==> src/rtl/otter_intr_ctrl.sv <==
// OTTER machine-mode interrupt and CSR unit.
// Synchronised edge/level IRQ channels, CSR access, trap entry and mret.
module otter_intr_ctrl #(
   parameter int unsigned         NUM_IRQ     = 4,
   parameter int unsigned         SYNC_STAGES = 2,
   parameter logic [NUM_IRQ-1:0]  IRQ_EDGE    = {NUM_IRQ{1'b1}},
   parameter logic [31:0]         RESET_MTVEC = 32'h0
) (
   input  logic               CLK,
   input  logic               RESET,
   input  logic [NUM_IRQ-1:0] IRQ_IN,
   input  logic [11:0]        CSR_ADDR,
   input  logic [1:0]         CSR_OP,
   input  logic [31:0]        CSR_WDATA,
   output logic [31:0]        CSR_RDATA,
   input  logic               INSTR_BOUNDARY,
   input  logic [31:0]        EPC_IN,
   input  logic               MRET,
   output logic               INTR_TAKEN,
   output logic [31:0]        TRAP_PC,
   output logic               IRQ_PENDING
);

   localparam logic [11:0] A_MSTATUS = 12'h300;
   localparam logic [11:0] A_MIE     = 12'h304;
   localparam logic [11:0] A_MTVEC   = 12'h305;
   localparam logic [11:0] A_MEPC    = 12'h341;
   localparam logic [11:0] A_MCAUSE  = 12'h342;
   localparam logic [11:0] A_MIP     = 12'h344;

   logic [NUM_IRQ-1:0] sync_q [SYNC_STAGES];
   logic [NUM_IRQ-1:0] irq_s;
   logic [NUM_IRQ-1:0] irq_d_q;
   logic [NUM_IRQ-1:0] rise;
   logic [NUM_IRQ-1:0] pend_q;
   logic [NUM_IRQ-1:0] pending;
   logic [NUM_IRQ-1:0] enabled;
   logic [NUM_IRQ-1:0] win_oh;
   logic [NUM_IRQ-1:0] mie_q;
   logic [3:0]         winner;
   logic [4:0]         cause;
   logic               st_mie_q;
   logic               st_mpie_q;
   logic [31:0]        mtvec_q;
   logic [31:0]        mepc_q;
   logic [31:0]        mcause_q;
   logic [31:0]        mip_rd;
   logic [31:0]        mie_rd;
   logic [31:0]        wv;
   logic [31:0]        base;
   logic               wr_en;
   logic               take;
   logic               sel_mstatus;
   logic               sel_mie;
   logic               sel_mtvec;
   logic               sel_mepc;
   logic               sel_mcause;
   logic               sel_mip;

   assign irq_s   = sync_q[SYNC_STAGES-1];
   assign rise    = irq_s & ~irq_d_q;
   // edge channels use the latched bit, level channels the live level
   assign pending = (pend_q & IRQ_EDGE) | (irq_s & ~IRQ_EDGE);
   assign enabled = pending & mie_q;

   always_comb begin
      winner = '0;
      win_oh = '0;
      for (int i = int'(NUM_IRQ) - 1; i >= 0; i--) begin
         if (enabled[i]) begin
            winner    = 4'(i);
            win_oh    = '0;
            win_oh[i] = 1'b1;
         end
      end
   end

   assign cause       = 5'd16 + {1'b0, winner};
   assign take        = INSTR_BOUNDARY & st_mie_q & (|enabled) & ~MRET;
   assign INTR_TAKEN  = take;
   assign IRQ_PENDING = |enabled;
   assign base        = {mtvec_q[31:2], 2'b00};

   always_comb begin
      if (MRET)
         TRAP_PC = mepc_q;
      else if (mtvec_q[0])
         TRAP_PC = base + {25'b0, cause, 2'b00};
      else
         TRAP_PC = base;
   end

   assign sel_mstatus = (CSR_ADDR == A_MSTATUS);
   assign sel_mie     = (CSR_ADDR == A_MIE);
   assign sel_mtvec   = (CSR_ADDR == A_MTVEC);
   assign sel_mepc    = (CSR_ADDR == A_MEPC);
   assign sel_mcause  = (CSR_ADDR == A_MCAUSE);
   assign sel_mip     = (CSR_ADDR == A_MIP);

   always_comb begin
      mip_rd = '0;
      mie_rd = '0;
      mip_rd[16 +: NUM_IRQ] = pending;
      mie_rd[16 +: NUM_IRQ] = mie_q;
   end

   always_comb begin
      CSR_RDATA = '0;
      unique case (1'b1)
         sel_mstatus: CSR_RDATA = {24'b0, st_mpie_q, 3'b0, st_mie_q, 3'b0};
         sel_mie:     CSR_RDATA = mie_rd;
         sel_mtvec:   CSR_RDATA = mtvec_q;
         sel_mepc:    CSR_RDATA = mepc_q;
         sel_mcause:  CSR_RDATA = mcause_q;
         sel_mip:     CSR_RDATA = mip_rd;
         default:     CSR_RDATA = '0;
      endcase
   end

   always_comb begin
      wv = CSR_RDATA;
      case (CSR_OP)
         2'b01:   wv = CSR_WDATA;
         2'b10:   wv = CSR_RDATA | CSR_WDATA;
         2'b11:   wv = CSR_RDATA & ~CSR_WDATA;
         default: wv = CSR_RDATA;
      endcase
   end

   assign wr_en = (CSR_OP == 2'b01) | (CSR_OP[1] & (|CSR_WDATA));

   always_ff @(posedge CLK or posedge RESET) begin
      if (RESET) begin
         for (int s = 0; s < int'(SYNC_STAGES); s++)
            sync_q[s] <= '0;
         irq_d_q <= '0;
         pend_q  <= '0;
      end else begin
         sync_q[0] <= IRQ_IN;
         for (int s = 1; s < int'(SYNC_STAGES); s++)
            sync_q[s] <= sync_q[s-1];
         irq_d_q <= irq_s;
         // a fresh edge beats the take clear
         pend_q  <= ((pend_q & ~(take ? win_oh : '0)) | rise) & IRQ_EDGE;
      end
   end

   always_ff @(posedge CLK or posedge RESET) begin
      if (RESET) begin
         st_mie_q  <= 1'b0;
         st_mpie_q <= 1'b0;
         mie_q     <= '0;
         mtvec_q   <= RESET_MTVEC & ~32'h2;
         mepc_q    <= '0;
         mcause_q  <= '0;
      end else begin
         if (wr_en) begin
            unique case (1'b1)
               sel_mstatus: begin
                  st_mie_q  <= wv[3];
                  st_mpie_q <= wv[7];
               end
               sel_mie:    mie_q    <= wv[16 +: NUM_IRQ];
               sel_mtvec:  mtvec_q  <= wv & ~32'h2;
               sel_mepc:   mepc_q   <= wv & ~32'h3;
               sel_mcause: mcause_q <= wv;
               default: ;
            endcase
         end
         if (MRET) begin
            st_mie_q  <= st_mpie_q;
            st_mpie_q <= 1'b1;
         end
         // trap entry overrides any same-cycle CSR write
         if (take) begin
            mepc_q    <= EPC_IN & ~32'h3;
            mcause_q  <= 32'h8000_0000 | {27'b0, cause};
            st_mpie_q <= st_mie_q;
            st_mie_q  <= 1'b0;
         end
      end
   end

endmodule

==> config.mk <==
export PLATFORM = sky130hd
export DESIGN_NAME = otter_intr_ctrl
export DESIGN_NICKNAME = d
export VERILOG_FILES = /design/src/rtl/otter_intr_ctrl.sv
export SDC_FILE = /design/constraint.sdc
export NUM_CORES = 1
export LEC_CHECK = 0
export CAP_MARGIN = 25
export CORE_MARGIN = 3
export CORE_UTILIZATION = 30
export CTS_BUF_LIST = sky130_fd_sc_hd__clkbuf_2 sky130_fd_sc_hd__clkbuf_4 sky130_fd_sc_hd__clkbuf_8
export DETAILED_ROUTE_END_ITERATION = 16
export GPL_TIMING_DRIVEN = 0
export SYNTH_ARGS = -nofsm -noshare
export SYNTH_HDL_FRONTEND = slang
export SYNTH_SLANG_ARGS = --single-unit
export TNS_END_PERCENT = 5
==> constraint.sdc <==
create_clock -name CLK -period 6.79 [get_ports CLK]
set_clock_uncertainty 0.1 [all_clocks]
set_input_delay 2.037 -clock CLK [delete_from_list [all_inputs] [get_ports CLK]]
set_output_delay 2.037 -clock CLK [all_outputs]
set_load 0.05 [all_outputs]
==> run metrics, run 1 <==
Placement Setup Slack=-0.727 ns; number of synthesis warnings=0; setup repair after global routing missed its margin=yes; minimum setup slack among reg-to-reg paths=3.23 ns; Via density=5.72; met1 track utilization from global routing=0.329; number of cells after detailed placement=1438; hold_buf cts=0; MaxCap Viol Count=0; area of the die=0.0281 mm²; gr usage total=0.239; Post-synth EDFFs=0; count of cell types in the netlist=70; Crit path largest cell delay=0.63 ns; die height=168 µm; share of post-route cells with drive strength above 1=0.0896; number of flip-flops and latches in the synthesized netlist=115; Post-Route WL=34300 µm; Tightest Hold Check Type=reg -> reg; sink of the worst hold path=irq_s[2]; number of cells on the worst hold path=0; share of the cycle needed by the critical path after routing=1.00; clock-pin slew of the registers on the worst-case setup and hold paths=0.08 ns; kind of end point of the critical path=output port; worst slew pin tran=1.01 ns; 1st-pass router iterations=5; Finish-stage setup viols=1; Worst R2R End=mcause_q[10]; Cell Area, Synth=0.00784 mm²; area inside the core boundary=0.0255 mm²; Worst Reg-to-Reg Cells=8; prevailing post-synth register cell=sky130_fd_sc_hd__dfrtp_1; GR peak layer=met2; met2 routing resource usage after global routing=0.373; Filler Cells Inserted=2650; maximum achievable frequency=0.147 GHz; worst rel slew slack=0.321; layout overhead on the synthesized area=28.5%; Register Area=0.00288 mm²; Worst Setup Start Kind=input pin; Max VDD drop=0.0818 mV; data arrival time of the critical path=4.66 ns; multi-input combinational cell area=0.00453 mm²; number of antenna violations at the first check in global routing=0; worst hold margin=0.252 ns; depth of the CTS H-tree=4; last weighted congestion value of the routability-driven placer=0.990; max-slew violations=0; category of the most critical setup path=in -> out; non-filler cells in the finished layout=1468; number of inserted diodes=0; detailed placer's ending HPWL=25800 µm; power density relative to cell area=170 mW/mm²; Overflow after GRT=0; number of buffers created by CTS=17; Hold Violations, Final=0; maximum fanout encountered on the critical timing path=10; failing checks=negative setup slack; Final Net Count=1214; clock root cell=sky130_fd_sc_hd__clkbuf_8; Clock Sink Count=115; Initial DRC Count=878; start point of the worst min-delay path=sync_q[6]; clock tree from TritonCTS=built; number of instances in the synthesized netlist=961; Starting Density=0.308; final setup TNS=-0.00569 ns; # IOs=152; run status=finished with violations; detailed-route DRC error count=0; maximum clock path buffer count=2; wire length of the first global-routing pass=50600 µm; chain of cells forming the critical path=clkdlybuf4s50_1 -> clkbuf_1 -> mux2i_1 -> nor4_1 -> a211oi_1 -> inv_1 -> dlygate4sd2_1; number of port buffers=145; post-CTS setup buffers=0; Std-Cell Rows=58; Die Wd=168 µm; origin of the critical flop-to-flop path=mie_q[1]; worst setup margin=-0.00569 ns; post-DR wirelength/cell=23.4 µm; total vias in the final route=8404; largest net degree at the start of global routing=65; required time of the critical path=4.65 ns; shortest clock period the worst path allows after layout=6.80 ns; final antenna-violating net count=0; Avg Cell Area, Syn=8.16 µm²; Leak=3.98 nW; share of flip-flops with an asynchronous set or reset after synthesis=1.00; clock insertion delay at the later pin of the skew report=0.47 ns; sequential-to-total area share from yosys stat=0.367; met3 GRT Util=0.0515; cell with the largest stage delay on the worst path=sky130_fd_sc_hd__a211oi_1; via count of the first global-routing pass=7942
[metrics by stage]
| step | area (µm²) | util | total power, W |
|---|---|---|---|
| 5_1_grt | 10100 | 0.396 | 0.00178 |
| 3_5_place_dp | 9740 | 0.383 | 0.00110 |
| 4_1_cts | 10100 | 0.397 | 0.00172 |
| 2_1_floorplan | 7850 | - | 0.000937 |
| 3_3_place_gp | 9710 | 0.381 | 0.00109 |
| 6_report | 10100 | 0.396 | 0.00172 |
[per-layer routing]
metal | vias to the layer above | share of wire
li1 | 3756 | -
met1 | 4071 | 0.42
met2 | 501 | 0.45
met3 | 76 | 0.10
met4 | 0 | 0.031
met5 | - | 0
[flip-flops by register name (all words and copies together), names as in the netlist]
name,count
irq_s,4
mtvec_q,31
st_mpie_q,1
sync_q,4
mcause_q,32
st_mie_q,1
irq_d_q,4
pend_q,4
mie_q,4
mepc_q,30
[worst max-delay path by stage]
stage	cells past startpoint	endpoint	slack, ns	start
finish	7	CSR_RDATA[16]	-0.006	CSR_ADDR[6]
global route	7	CSR_RDATA[16]	-0.07	CSR_ADDR[6]
detailed placement	8	INTR_TAKEN	-0.73	INSTR_BOUNDARY
floorplan	5	CSR_RDATA[2]	0.55	CSR_ADDR[3]
CTS	7	CSR_RDATA[7]	-0.22	CSR_ADDR[3]
global placement	8	INTR_TAKEN	-0.74	INSTR_BOUNDARY
[repair_timing]
action | CTS | global route
setup endpoints to repair | 37 | 34
hold endpoints to repair | 0 | 0
gates resized for setup | 43 | 47
[worst max-delay path: cells and delay by family]
family,cells,cell delay [ns]
buffers and inverters,4,1.60
AOI/OAI and AO/OA,1,0.63
and+or+nand+nor,1,0.09
muxes,1,0.29
[power breakdown]
| group | total [W] | switching [W] | internal [W] |
|---|---|---|---|
| sequential | 0.000745 | 0.0000298 | 0.000715 |
| clock | 0.000629 | 0.000328 | 0.000301 |
| combinational | 0.000343 | 0.000210 | 0.000133 |
| total | 0.00172 | 0.000567 | 0.00115 |
[cell usage after synthesis (4+ instances only)]
library cell | count | share of area
sky130_fd_sc_hd__a211oi_1 | 20 | 0.019
sky130_fd_sc_hd__dfrtp_1 | 115 | 0.37
sky130_fd_sc_hd__inv_1 | 36 | 0.017
sky130_fd_sc_hd__and3_1 | 7 | 0.0056
sky130_fd_sc_hd__a32o_1 | 5 | 0.0064
sky130_fd_sc_hd__nor2_1 | 20 | 0.0096
sky130_fd_sc_hd__o21ai_1 | 17 | 0.011
sky130_fd_sc_hd__o21ai_0 | 110 | 0.070
sky130_fd_sc_hd__buf_4 | 5 | 0.0048
sky130_fd_sc_hd__a21oi_1 | 16 | 0.010
sky130_fd_sc_hd__or4_1 | 5 | 0.0048
sky130_fd_sc_hd__buf_1 | 5 | 0.0024
sky130_fd_sc_hd__nor3_1 | 22 | 0.014
sky130_fd_sc_hd__mux2i_1 | 6 | 0.0077
sky130_fd_sc_hd__xnor2_1 | 45 | 0.050
sky130_fd_sc_hd__nor2b_1 | 8 | 0.0064
sky130_fd_sc_hd__buf_2 | 9 | 0.0057
sky130_fd_sc_hd__nand2b_1 | 11 | 0.0088
sky130_fd_sc_hd__and2_1 | 18 | 0.014
sky130_fd_sc_hd__o21a_1 | 35 | 0.034
sky130_fd_sc_hd__xor2_1 | 9 | 0.010
sky130_fd_sc_hd__nand3_1 | 34 | 0.022
sky130_fd_sc_hd__mux2_2 | 4 | 0.0057
sky130_fd_sc_hd__o211ai_1 | 25 | 0.024
sky130_fd_sc_hd__nor4_1 | 16 | 0.013
sky130_fd_sc_hd__a22o_1 | 5 | 0.0056
sky130_fd_sc_hd__and4_1 | 4 | 0.0045
sky130_fd_sc_hd__nand3b_1 | 36 | 0.034
sky130_fd_sc_hd__nand2_1 | 173 | 0.083
sky130_fd_sc_hd__a22oi_1 | 16 | 0.015
sky130_fd_sc_hd__nand4_1 | 8 | 0.0064
sky130_fd_sc_hd__clkbuf_1 | 53 | 0.025
[placed cells by master, fill, tap and decap left out, drive strengths merged, types with 4 or more instances in the layout]
| master | instances |
|---|---|
| nand2 | 173 |
| o21ai | 127 |
| dfrtp | 115 |
| clkdlybuf4s50 | 106 |
| clkbuf | 85 |
| xnor2 | 45 |
| inv | 39 |
| nand3b | 36 |
| o21a | 35 |
| nand3 | 35 |
| o211ai | 25 |
| nor3 | 23 |
| buf | 23 |
| nor2 | 22 |
| a211oi | 20 |
| nor4 | 19 |
| and2 | 18 |
| a21oi | 16 |
| a22oi | 16 |
| dlygate4sd2 | 12 |
| nand2b | 11 |
| xor2 | 9 |
| clkinv | 9 |
| nand4 | 8 |
| nor2b | 8 |
| and3 | 7 |
| dlymetal6s2s | 7 |
| mux2 | 7 |
| mux2i | 6 |
| a22o | 5 |
| a32o | 5 |
| or4 | 5 |
| and4 | 4 |
| clkdlybuf4s15 | 4 |
[cells by family after synthesis]
family                     synth area share
AOI/OAI and AO/OA                     0.234
xor gates and xnor gates             0.0603
adders and majority gates           0.00574
buffers and inverters                0.0603
DFF                                   0.367
muxes                                0.0191
other                              0.000478
and+or+nand+nor                       0.253
[cell type report]
cell class | instances | area share
plain buffers | 73 | 0.0333
clock buffers | 18 | 0.0246
clock inverters | 14 | 0.0129
inverters | 37 | 0.0143
multi-input cells | 735 | 0.449
flip-flops and latches | 115 | 0.286
well taps | 330 | 0.0410
repair buffers | 146 | 0.139
Power figures use the tool's default switching activity.
==> inputs of run 2 (changes only) <==
==> constraint.sdc (replaced) <==
create_clock -name CLK -period 5.75 [get_ports CLK]
set_clock_uncertainty 0.1 [all_clocks]
set_input_delay 1.725 -clock CLK [delete_from_list [all_inputs] [get_ports CLK]]
set_output_delay 1.725 -clock CLK [all_outputs]
set_load 0.05 [all_outputs]
==> run 2 against run 1 <==
The flow still finishes with violations (negative setup slack). Utilization grew 0.52 points. Design area grew 1.3%. Worst setup slack worse by 0.088 ns. Largest power group unchanged.
==> run metrics, run 2 (synthesis gave the netlist of run 1 again) <==
minimum setup slack among reg-to-reg paths=2.48 ns (was 3.23 ns); share of the cycle needed by the critical path after routing=1.02; Worst Reg-to-Reg Cells=8 (unchanged); worst slew pin tran=1.04 ns (was 1.01 ns); depth of the CTS H-tree=4 (unchanged); number of cells after detailed placement=1438 (unchanged); run status=finished with violations (unchanged); gr usage total=0.240 (was 0.239); switching power=0.000671 W (was 0.000567 W); most common cell after layout, fill and taps aside=sky130_fd_sc_hd__nand2_1 (unchanged); setup repair after global routing missed its margin=yes (unchanged); chain of cells forming the critical path=clkdlybuf4s50_1 -> or4_1 -> buf_4 -> buf_6 -> buf_2 -> nor3_1 -> o21ai_0 -> nand2_1 -> buf_6 (was clkdlybuf4s50_1 -> clkbuf_1 -> mux2i_1 -> nor4_1 -> a211oi_1 -> inv_1 -> dlygate4sd2_1); Via density=5.68 (was 5.72); maximum fanout encountered on the critical timing path=10 (unchanged); Tightest Hold Check Type=reg -> reg (unchanged); Filler Cells Inserted=2654 (was 2650); total vias in the final route=8351 (was 8404); maximum clock path buffer count=2 (unchanged); clock insertion delay at the later pin of the skew report=0.47 ns (about the same); wire length of the first global-routing pass=50900 µm (was 50600 µm); die height=168 µm (unchanged); Final Net Count=1217 (was 1214); non-filler cells in the finished layout=1471 (was 1468); Finish-stage setup viols=4 (was 1); Clock Sink Count=115 (unchanged); clock tree from TritonCTS=built (unchanged); Post-Route WL=34400 µm (was 34300 µm); Initial DRC Count=900 (was 878); MaxCap Viol Count=0 (unchanged); clock-pin slew of the registers on the worst-case setup and hold paths=0.08 ns (about the same); number of inserted diodes=0 (unchanged); sink of the worst hold path=irq_s[2] (unchanged); max FFs per register=32 (unchanged); largest net degree at the start of global routing=65 (unchanged); maximum achievable frequency=0.171 GHz; max-slew violations=0 (unchanged); detailed placer's ending HPWL=25800 µm (unchanged); last weighted congestion value of the routability-driven placer=0.990 (unchanged); area of the die=0.0281 mm² (unchanged); via count of the first global-routing pass=7935 (was 7942); share of post-route cells with drive strength above 1=0.132 (was 0.0896); Die Wd=168 µm (unchanged); fraction of power consumed by the clock network=0.367 (was 0.366); registers with the most flip-flops=mcause_q (32), mtvec_q (31), mepc_q (30) (unchanged); Crit path largest cell delay=0.52 ns (was 0.63 ns); number of port buffers=145 (unchanged); Leak=4.02 nW (was 3.98 nW); Hold Violations, Final=0 (unchanged); area inside the core boundary=0.0255 mm² (unchanged); failing checks=negative setup slack (unchanged); category of the most critical setup path=in -> out (unchanged); clock root cell=sky130_fd_sc_hd__clkbuf_8 (unchanged); shortest clock period the worst path allows after layout=5.84 ns; cell repeated most along the worst path=sky130_fd_sc_hd__buf_6; number of buffers created by CTS=17 (unchanged); data arrival time of the critical path=4.02 ns (was 4.66 ns); kind of end point of the critical path=output port (unchanged); Starting Density=0.308 (unchanged); Register Area=0.00288 mm² (unchanged); number of antenna violations at the first check in global routing=0 (unchanged); post-DR wirelength/cell=23.4 µm (about the same); # IOs=152 (unchanged); sw frac=0.331 (about the same); combinational share of power=0.199 (was 0.200); cell with the largest stage delay on the worst path=sky130_fd_sc_hd__or4_1 (was sky130_fd_sc_hd__a211oi_1); Worst R2R End=mcause_q[10] (unchanged); cell-internal power=0.00135 W (was 0.00115 W); layout overhead on the synthesized area=30.2% (was 28.5%); most frequent cells in the layout=173 x sky130_fd_sc_hd__nand2_1, 115 x sky130_fd_sc_hd__dfrtp_1, 110 x sky130_fd_sc_hd__o21ai_0, 91 x sky130_fd_sc_hd__clkdlybuf4s50_1, 45 x sky130_fd_sc_hd__xnor2_1 (was 173 x sky130_fd_sc_hd__nand2_1, 115 x sky130_fd_sc_hd__dfrtp_1, 110 x sky130_fd_sc_hd__o21ai_0, 106 x sky130_fd_sc_hd__clkdlybuf4s50_1); hold_buf cts=0 (unchanged); multi-input combinational cell area=0.00460 mm² (was 0.00453 mm²); 1st-pass router iterations=5 (unchanged); Worst Setup Start Kind=input pin (unchanged); Overflow after GRT=0 (unchanged); power density relative to cell area=198 mW/mm² (was 170 mW/mm²); origin of the critical flop-to-flop path=mie_q[1] (unchanged); largest reg by FF count=mcause_q (unchanged); sequential fraction of design power=0.434 (about the same); worst setup margin=-0.0940 ns (was -0.00569 ns); Max VDD drop=0.0968 mV (was 0.0818 mV); start point of the worst min-delay path=sync_q[6] (unchanged); Placement Setup Slack=-1.14 ns (was -0.727 ns); detailed-route DRC error count=0 (unchanged); Std-Cell Rows=58 (unchanged); required time of the critical path=3.92 ns (was 4.65 ns); number of cells on the worst hold path=0 (unchanged); final antenna-violating net count=0 (unchanged); worst rel slew slack=0.303 (was 0.321)
[run 2: worst max-delay path: cells and delay by family]
| kind | cells | cell delay [ns] |
|---|---|---|
| buf+inv | 5 | 1.22 |
| compound gates | 1 | 0.17 |
| simple gates | 3 | 0.89 |
[run 2: cell type report]
class	instances	area share
inverters	37	0.0143
clock inverters	14	0.0127
flip-flops and latches	115	0.282
repair buffers	149	0.141
plain buffers	73	0.0355
multi-input cells	735	0.450
well taps	330	0.0404
clock buffers	18	0.0243
[run 2: power groups by stage]
stage          Combinational (W)  Sequential, W  Clock (W)
2_1_floorplan           0.000227       0.000880          0
3_3_place_gp            0.000394       0.000894          0
3_5_place_dp            0.000400       0.000893          0
4_1_cts                 0.000400       0.000878   0.000751
5_1_grt                 0.000430       0.000883   0.000794
6_report                0.000403       0.000880   0.000743
[run 2: layer usage]
| metal | routed length [µm] | share of wire | track usage | vias to the layer above |
|---|---|---|---|---|
| met3 | 3630 | 0.11 | 0.0503 | 69 |
| met1 | 14300 | 0.42 | 0.333 | 4010 |
| met2 | 15400 | 0.45 | 0.374 | 513 |
| met4 | 1080 | 0.031 | 0.0797 | 0 |
| met5 | 0 | 0 | 0 | - |
| li1 | - | - | - | 3759 |
[run 2: how the worst max path moves through the flow]
| stage | end | from |
|---|---|---|
| global route | CSR_RDATA[3] | CSR_ADDR[3] |
| floorplan | CSR_RDATA[2] | CSR_ADDR[3] |
| CTS | CSR_RDATA[21] | CSR_ADDR[3] |
| detailed placement | INTR_TAKEN | INSTR_BOUNDARY |
| finish | CSR_RDATA[3] | CSR_ADDR[3] |
| global placement | mcause_q[5] | RESET |
[run 2: timing repair]
action | 4_1_cts | 5_1_grt
cloned | 0 | 0
endpoints found under the setup margin | 57 | 47
buffers inserted | 1 | 2
pin swaps | 4 | 0
resized for setup | 234 | 71
[run 2: metrics by stage]
stage,power (W),cell area [µm²],utilization,TNS [ns],hold WS (ns)
after floorplan,0.00111,7850,-,0,0.231
after global placement,0.00129,9710,0.381,-159.97,0.233
after detailed placement,0.00129,9740,0.383,-28.16,0.235
after CTS,0.00203,10100,0.397,-0.606,0.254
after global routing,0.00211,10200,0.401,-0.536,0.260
final,0.00203,10200,0.401,-0.191,0.252
